--- config.mk ---
export PLATFORM = sky130hd
export DESIGN_NAME = pipe_stall_ctrl
export DESIGN_NICKNAME = d
export VERILOG_FILES = /design/src/rtl/wisc_pkg.sv /design/src/rtl/sat_counter.sv /design/src/rtl/pipe_stall_ctrl.sv
export SDC_FILE = /design/constraint.sdc
export NUM_CORES = 1
export LEC_CHECK = 0
export ABC_AREA = 1
export BUFFER_PORTS_ARGS = -buffer_cell sky130_fd_sc_hd__buf_4
export CORE_ASPECT_RATIO = 0.6
export CORE_MARGIN = 5
export CORE_UTILIZATION = 30
export CTS_BUF_LIST = sky130_fd_sc_hd__clkbuf_4
export DETAILED_ROUTE_END_ITERATION = 10
export PLACE_DENSITY = 0.52
export SLEW_MARGIN = 0
export SYNTH_ARGS = -nofsm -noshare
export SYNTH_HDL_FRONTEND = slang
export SYNTH_SLANG_ARGS = --single-unit
export TNS_END_PERCENT = 10
--- constraint.sdc ---
create_clock -name clk -period 3.3 [get_ports clk]
set_clock_uncertainty 0.2 [all_clocks]
set_input_delay 0.165 -clock clk [delete_from_list [all_inputs] [get_ports clk]]
set_output_delay 0.165 -clock clk [all_outputs]
set_load 0.02 [all_outputs]
--- src/rtl/wisc_pkg.sv ---
// Shared WISC pipeline definitions.
//   pipe_state_t : pipeline sequencer state encoding
//   NOP_INST     : instruction word injected when IF/ID is squashed
//   OPC_HLT      : opcode field value of the HLT instruction
package wisc_pkg;

  typedef enum logic [1:0] {RUN, STALL, FLUSH, HALT} pipe_state_t;

  localparam logic [15:0] NOP_INST = 16'h0000;
  localparam logic [3:0]  OPC_HLT  = 4'hF;

  // Opcode lives in the top nibble of every WISC instruction.
  function automatic logic is_hlt(input logic [15:0] inst);
    return inst[15:12] == OPC_HLT;
  endfunction

  function automatic logic is_nop(input logic [15:0] inst);
    return inst == NOP_INST;
  endfunction

endpackage

--- src/rtl/sat_counter.sv ---
// Saturating up-counter used for pipeline performance statistics.
//   clk : clock
//   rst : asynchronous active-high reset, clears the count
//   inc : add one (held at all-ones once saturated)
//   clr : synchronous clear, wins over inc
//   cnt : current count
module sat_counter #(
  parameter int unsigned W = 16
) (
  input  logic         clk,
  input  logic         rst,
  input  logic         inc,
  input  logic         clr,
  output logic [W-1:0] cnt
);

  logic [W-1:0] cnt_q;

  always_ff @(posedge clk or posedge rst) begin
    if (rst) begin
      cnt_q <= '0;
    end else if (clr) begin
      cnt_q <= '0;
    end else if (inc && (cnt_q != '1)) begin
      cnt_q <= cnt_q + W'(1);
    end
  end

  assign cnt = cnt_q;

endmodule

--- src/rtl/pipe_stall_ctrl.sv ---
// Central sequencer for the 5-stage WISC pipe. Turns the ID hazard, EX control-transfer
// resolution and HLT decode into PC / IF-ID enables, IF-ID flush and ID-EX bubble, owns the
// halt/unhalt handshake, and keeps a stall watchdog plus performance counters.
//   clk, rst       : clock, asynchronous active-high reset
//   hazard         : RAW hazard from the ID-stage hazard unit
//   xfer_taken     : EX resolved a taken branch/call/ret this cycle
//   halt_id        : HLT decoded in ID
//   PC_update      : unhalt request
//   perf_clr       : synchronous clear of both perf counters
//   pc_write       : PC load enable
//   ifid_write     : IF/ID load enable
//   ifid_flush     : replace IF/ID contents with a NOP
//   idex_bubble    : zero the ID/EX control fields
//   halted         : pipe halted
//   stall_timeout  : sticky, set once a stall run reaches STALL_LIMIT cycles
//   stall_cycles   : saturating count of hazard stall cycles
//   flush_count    : saturating count of accepted control transfers
module pipe_stall_ctrl
  import wisc_pkg::*;
#(
  parameter int unsigned FLUSH_CYCLES = 1,
  parameter int unsigned STALL_LIMIT  = 4,
  parameter int unsigned PERF_W       = 16
) (
  input  logic              clk,
  input  logic              rst,
  input  logic              hazard,
  input  logic              xfer_taken,
  input  logic              halt_id,
  input  logic              PC_update,
  input  logic              perf_clr,
  output logic              pc_write,
  output logic              ifid_write,
  output logic              ifid_flush,
  output logic              idex_bubble,
  output logic              halted,
  output logic              stall_timeout,
  output logic [PERF_W-1:0] stall_cycles,
  output logic [PERF_W-1:0] flush_count
);

  // The transfer cycle itself is the first squashed cycle; FLUSH covers the rest.
  localparam logic [1:0] FlushReload = 2'(FLUSH_CYCLES - 1);
  localparam logic [2:0] StallLimit  = 3'(STALL_LIMIT);

  pipe_state_t state_q, state_d;
  logic [1:0]  flush_cnt_q, flush_cnt_d;
  logic [2:0]  stall_run_q, stall_run_d;
  logic        timeout_q, timeout_d;
  // Set for the first RUN cycle after HALT: the HLT is still sitting in IF/ID.
  logic        exit_q, exit_d;
  logic        stall_inc;
  logic        flush_inc;

  always_ff @(posedge clk or posedge rst) begin
    if (rst) begin
      state_q     <= RUN;
      flush_cnt_q <= '0;
      stall_run_q <= '0;
      timeout_q   <= 1'b0;
      exit_q      <= 1'b0;
    end else begin
      state_q     <= state_d;
      flush_cnt_q <= flush_cnt_d;
      stall_run_q <= stall_run_d;
      timeout_q   <= timeout_d;
      exit_q      <= exit_d;
    end
  end

  always_comb begin
    pc_write    = 1'b1;
    ifid_write  = 1'b1;
    ifid_flush  = 1'b0;
    idex_bubble = 1'b0;
    halted      = 1'b0;
    state_d     = state_q;
    flush_cnt_d = flush_cnt_q;
    stall_run_d = stall_run_q;
    timeout_d   = timeout_q;
    exit_d      = 1'b0;
    stall_inc   = 1'b0;
    flush_inc   = 1'b0;

    // While rst is high the outputs must show the RUN defaults regardless of inputs.
    if (!rst) begin
      unique case (state_q)
        RUN, STALL: begin
          if (xfer_taken) begin
            ifid_flush  = 1'b1;
            idex_bubble = 1'b1;
            flush_inc   = 1'b1;
            stall_run_d = '0;
            if (FLUSH_CYCLES > 1) begin
              state_d     = FLUSH;
              flush_cnt_d = FlushReload;
            end else begin
              state_d = RUN;
            end
          end else if (halt_id && !exit_q) begin
            pc_write    = 1'b0;
            ifid_write  = 1'b0;
            idex_bubble = 1'b1;
            stall_run_d = '0;
            state_d     = HALT;
          end else if (hazard) begin
            pc_write    = 1'b0;
            ifid_write  = 1'b0;
            idex_bubble = 1'b1;
            stall_inc   = 1'b1;
            state_d     = STALL;
            if (stall_run_q < StallLimit) begin
              stall_run_d = stall_run_q + 3'd1;
            end
            if (stall_run_d == StallLimit) begin
              timeout_d = 1'b1;
            end
          end else begin
            stall_run_d = '0;
            state_d     = RUN;
          end
        end
        FLUSH: begin
          ifid_flush  = 1'b1;
          idex_bubble = 1'b1;
          if (xfer_taken) begin
            flush_inc   = 1'b1;
            flush_cnt_d = FlushReload;
          end else if (flush_cnt_q <= 2'd1) begin
            flush_cnt_d = '0;
            state_d     = RUN;
          end else begin
            flush_cnt_d = flush_cnt_q - 2'd1;
          end
        end
        HALT: begin
          pc_write    = 1'b0;
          ifid_write  = 1'b0;
          idex_bubble = 1'b1;
          halted      = 1'b1;
          if (PC_update) begin
            state_d = RUN;
            exit_d  = 1'b1;
          end
        end
      endcase
    end
  end

  assign stall_timeout = timeout_q;

  sat_counter #(
    .W(PERF_W)
  ) u_stall_cnt (
    .clk(clk),
    .rst(rst),
    .inc(stall_inc),
    .clr(perf_clr),
    .cnt(stall_cycles)
  );

  sat_counter #(
    .W(PERF_W)
  ) u_flush_cnt (
    .clk(clk),
    .rst(rst),
    .inc(flush_inc),
    .clr(perf_clr),
    .cnt(flush_count)
  );

endmodule
==> reports/summary.txt <==
outcome: completed
commonest non-fill, non-tap cells in the layout: nand2_1, buf_4, dfrtp_1, nor2_1, nand3_1
DP Wirelength: 5250 um
first-pass GRT wire length: 11900 um
sequential power share: 52.1%
Final setup viols: 0
Yosys warning count: 0
CP cell instances: dlygate4sd3_1 -> buf_4 -> inv_2 -> nand2_1 -> nor2_2 -> inv_2 -> nor3_1 -> nand2_1 -> nand2_1
WP depth: 9
syn nets: 367
post-synthesis sequential area ratio: 40.5%
WS Path Type: primary input to flip-flop
Max Slew Vio Count: 0
clock share of power: 33.4%
PwrDens: 333 mW/mm^2
slowest cell on the critical path: nor3_1
Slew HR: 56.3%
fmax: 0.454 GHz
Post-Layout Cell Count: 520
Sw Share: 28.5%
Starting Density: 30.3%
cell with the most instances on the worst path: nand2_1
Avg Vias per Cell: 4.64
Setup TNS Final: 0 ns
Leak: 1.62 nW
Root Buffer: clkbuf_4
Hold Buf Count CTS: 4
Skew-Pair Late Insertion Delay: 0.36 ns
Hold Crit Depth: 3
Die ar.: 0.0104 sq mm
IO Count: 45
worst-case reg-to-reg path depth: 8
commonest non-fill, non-tap cell in the layout: nand2_1
CTS HTree Levels: 2
Power Total: 1.03 mW
Post-Route WL: 7060 um
CP Capture Type: flip-flop
area after detailed placement: 0.00297 sq mm
RSZ-0062 raised after global routing: false
wire per inst: 13.6 um
antenna-violating nets left: 0
Worst Tran Pin Value: 0.651 ns
max incr delay on CP: 0.55 ns
Final Cycle Share: 66.8%
gate count after technology mapping: 357
Worst Path Buf+Inv: 4
CTS Sinks: 41
crit path time final: 2.20 ns
post-CTS setup buffers: 0
P_sw: 0.294 mW
Crit path max-delay family: simple AND/OR/NAND/NOR gates
Combinational Power Share: 14.5%
cell area after layout: 0.00309 sq mm
GPL Wtd Cong: 0.821
initial antenna violation count: 1
largest net degree at the start of global routing: 29
# rows: 26
Max Cap Violations: 0
syn_area_per_cell: 7.10 sq um
Port Buf Inserts: 44
DR vias: 2414
CP Max Fanout: 20
WP data required: 3.39 ns
CTS tree: done
Core Area: 0.00836 sq mm
mapped cell area: 0.00253 sq mm
CP arrival: 2.30 ns
Placed Cells: 507
cell-internal power: 0.735 mW
Die W: 129 um
height of the chip: 81.2 um
Peak VDD IR: 0.150 mV
Num CTS Buffers: 5
synthesized flop and latch total: 41
grt total ovfl: 0
Clock transition at path regs: 0.12 ns
fraction of layout cells with a size suffix above 1: 17.7%
post-CTS resize count: 0
first-pass iteration count of the detailed router: 4
# DRC: 0
Final #Nets: 416
post-layout worst setup margin: 1.10 ns
number of global-route vias before repair: 2251
area delta synth->final: 21.9%
synth unique cells: 28
Bufs on Longest Clock Path: 2
GRT Resource Usage Total: 14.3%
Hold WC Path Type: primary input to flip-flop
initial detailed-routing violation count: 168
Place WS: 1.19 ns
startpoint types: primary input
Final Hold Vio Count: 0
worst reg2reg max path, stage by stage, from the launching register on:
cell     delay [ns]
dfrtp_1        0.43
ha_1           0.22
nand3_1        0.20
nor2_2         0.24
nand2_1        0.11
nand2_2        0.25
nand2_2        0.18
nand2_1        0.11
o21ai_0        0.07
area by class of cell:
| type | instances | area [sq um] |
|---|---|---|
| clock inverter | 2 | 33.8 |
| timing repair buffer | 49 | 378 |
| antenna | 1 | 2.50 |
| tap | 112 | 140 |
| sequential | 41 | 1030 |
| multi-input combinational | 272 | 1330 |
| clock buffer | 6 | 45.0 |
| inverter | 37 | 139 |
| fill | 904 | 5270 |
path summary, 6_finish.rpt:
path	start	end	slack (ns)
worst max-delay path	rst	u_flush_cnt.cnt[10]$_DFFE_PP0P_	1.10
worst min-delay path	hazard	stall_run_q[2]$_DFFE_PP0P_	0.02
worst max register to register	u_stall_cnt.cnt[1]$_DFFE_PP0P_	u_stall_cnt.cnt[10]$_DFFE_PP0P_	1.19
worst min register to register	stall_timeout$_DFFE_PP0P_	stall_timeout$_DFFE_PP0P_	0.28
max in group asynchronous	rst	u_flush_cnt.cnt[7]$_DFFE_PP0P_	1.98
min in group asynchronous	rst	stall_timeout$_DFFE_PP0P_	0.16
power groups by stage:
stage | logic [mW] | registers (mW) | clock network [mW]
4_1_cts | 0.151 | 0.536 | 0.352
3_5_place_dp | 0.147 | 0.546 | 0
3_3_place_gp | 0.146 | 0.545 | 0
5_1_grt | 0.171 | 0.540 | 0.373
6_report | 0.149 | 0.536 | 0.343
2_1_floorplan | 0.0989 | 0.544 | 0
kinds of logic (layout without fill, tap and decap cells):
kind of cell | Yosys count | count (layout) | share of synthesized area, %
buf+inv | 44 | 94 | 7.21
mux | 1 | 1 | 0.444
xor+xnor | 12 | 12 | 4.15
other cells | 0 | 1 | 0
compound gates | 29 | 29 | 6.17
simple gates | 227 | 227 | 40.0
flops | 41 | 41 | 40.5
fa+ha+maj | 3 | 3 | 1.48
routing by layer:
| layer | vias to the layer above | routed length, um | GRT usage (%) |
|---|---|---|---|
| met5 | - | 0 | 0 |
| met4 | 0 | 35 | 2.62 |
| met3 | 6 | 283 | 3.68 |
| met2 | 52 | 2660 | 19.3 |
| met1 | 1113 | 4080 | 22.6 |
| li1 | 1243 | - | - |
state kept, by name, summed over array words and instances, names as in the netlist:
signal	count
u_flush_cnt.cnt	16
stall_run_q	3
state_q	2
u_stall_cnt.cnt	16
flush_cnt_q	2
exit_q	1
stall_timeout	1
synthesized netlist by cell type:
| library cell | instances | area (sq um) |
|---|---|---|
| a21o_1 | 1 | 7.51 |
| a21oi_1 | 5 | 25.0 |
| a31oi_1 | 1 | 6.26 |
| buf_1 | 2 | 7.51 |
| buf_2 | 2 | 10.0 |
| buf_4 | 2 | 15.0 |
| buf_6 | 1 | 11.3 |
| dfrtp_1 | 41 | 1030 |
| ha_1 | 3 | 37.5 |
| inv_1 | 33 | 124 |
| inv_2 | 4 | 15.0 |
| mux2_2 | 1 | 11.3 |
| nand2_1 | 119 | 447 |
| nand2_2 | 4 | 25.0 |
| nand3_1 | 34 | 170 |
| nand3b_1 | 4 | 30.0 |
| nand4_1 | 15 | 93.8 |
| nor2_1 | 39 | 146 |
| nor2_2 | 4 | 25.0 |
| nor2_4 | 3 | 33.8 |
| nor2_8 | 1 | 20.0 |
| nor3_1 | 1 | 5.00 |
| o21a_1 | 1 | 7.51 |
| o21ai_0 | 19 | 95.1 |
| o21bai_1 | 2 | 15.0 |
| or2_2 | 3 | 18.8 |
| xnor2_1 | 3 | 26.3 |
| xor2_1 | 9 | 78.8 |
stage by stage:
step	hold WS [ns]	util, %
2_1_floorplan	-0.0170	-
3_3_place_gp	0.00277	35.5
3_5_place_dp	0.0105	35.5
4_1_cts	0.00593	36.9
5_1_grt	0.0328	37.0
6_report	0.0200	37.0
Power figures use the tool's default switching activity.
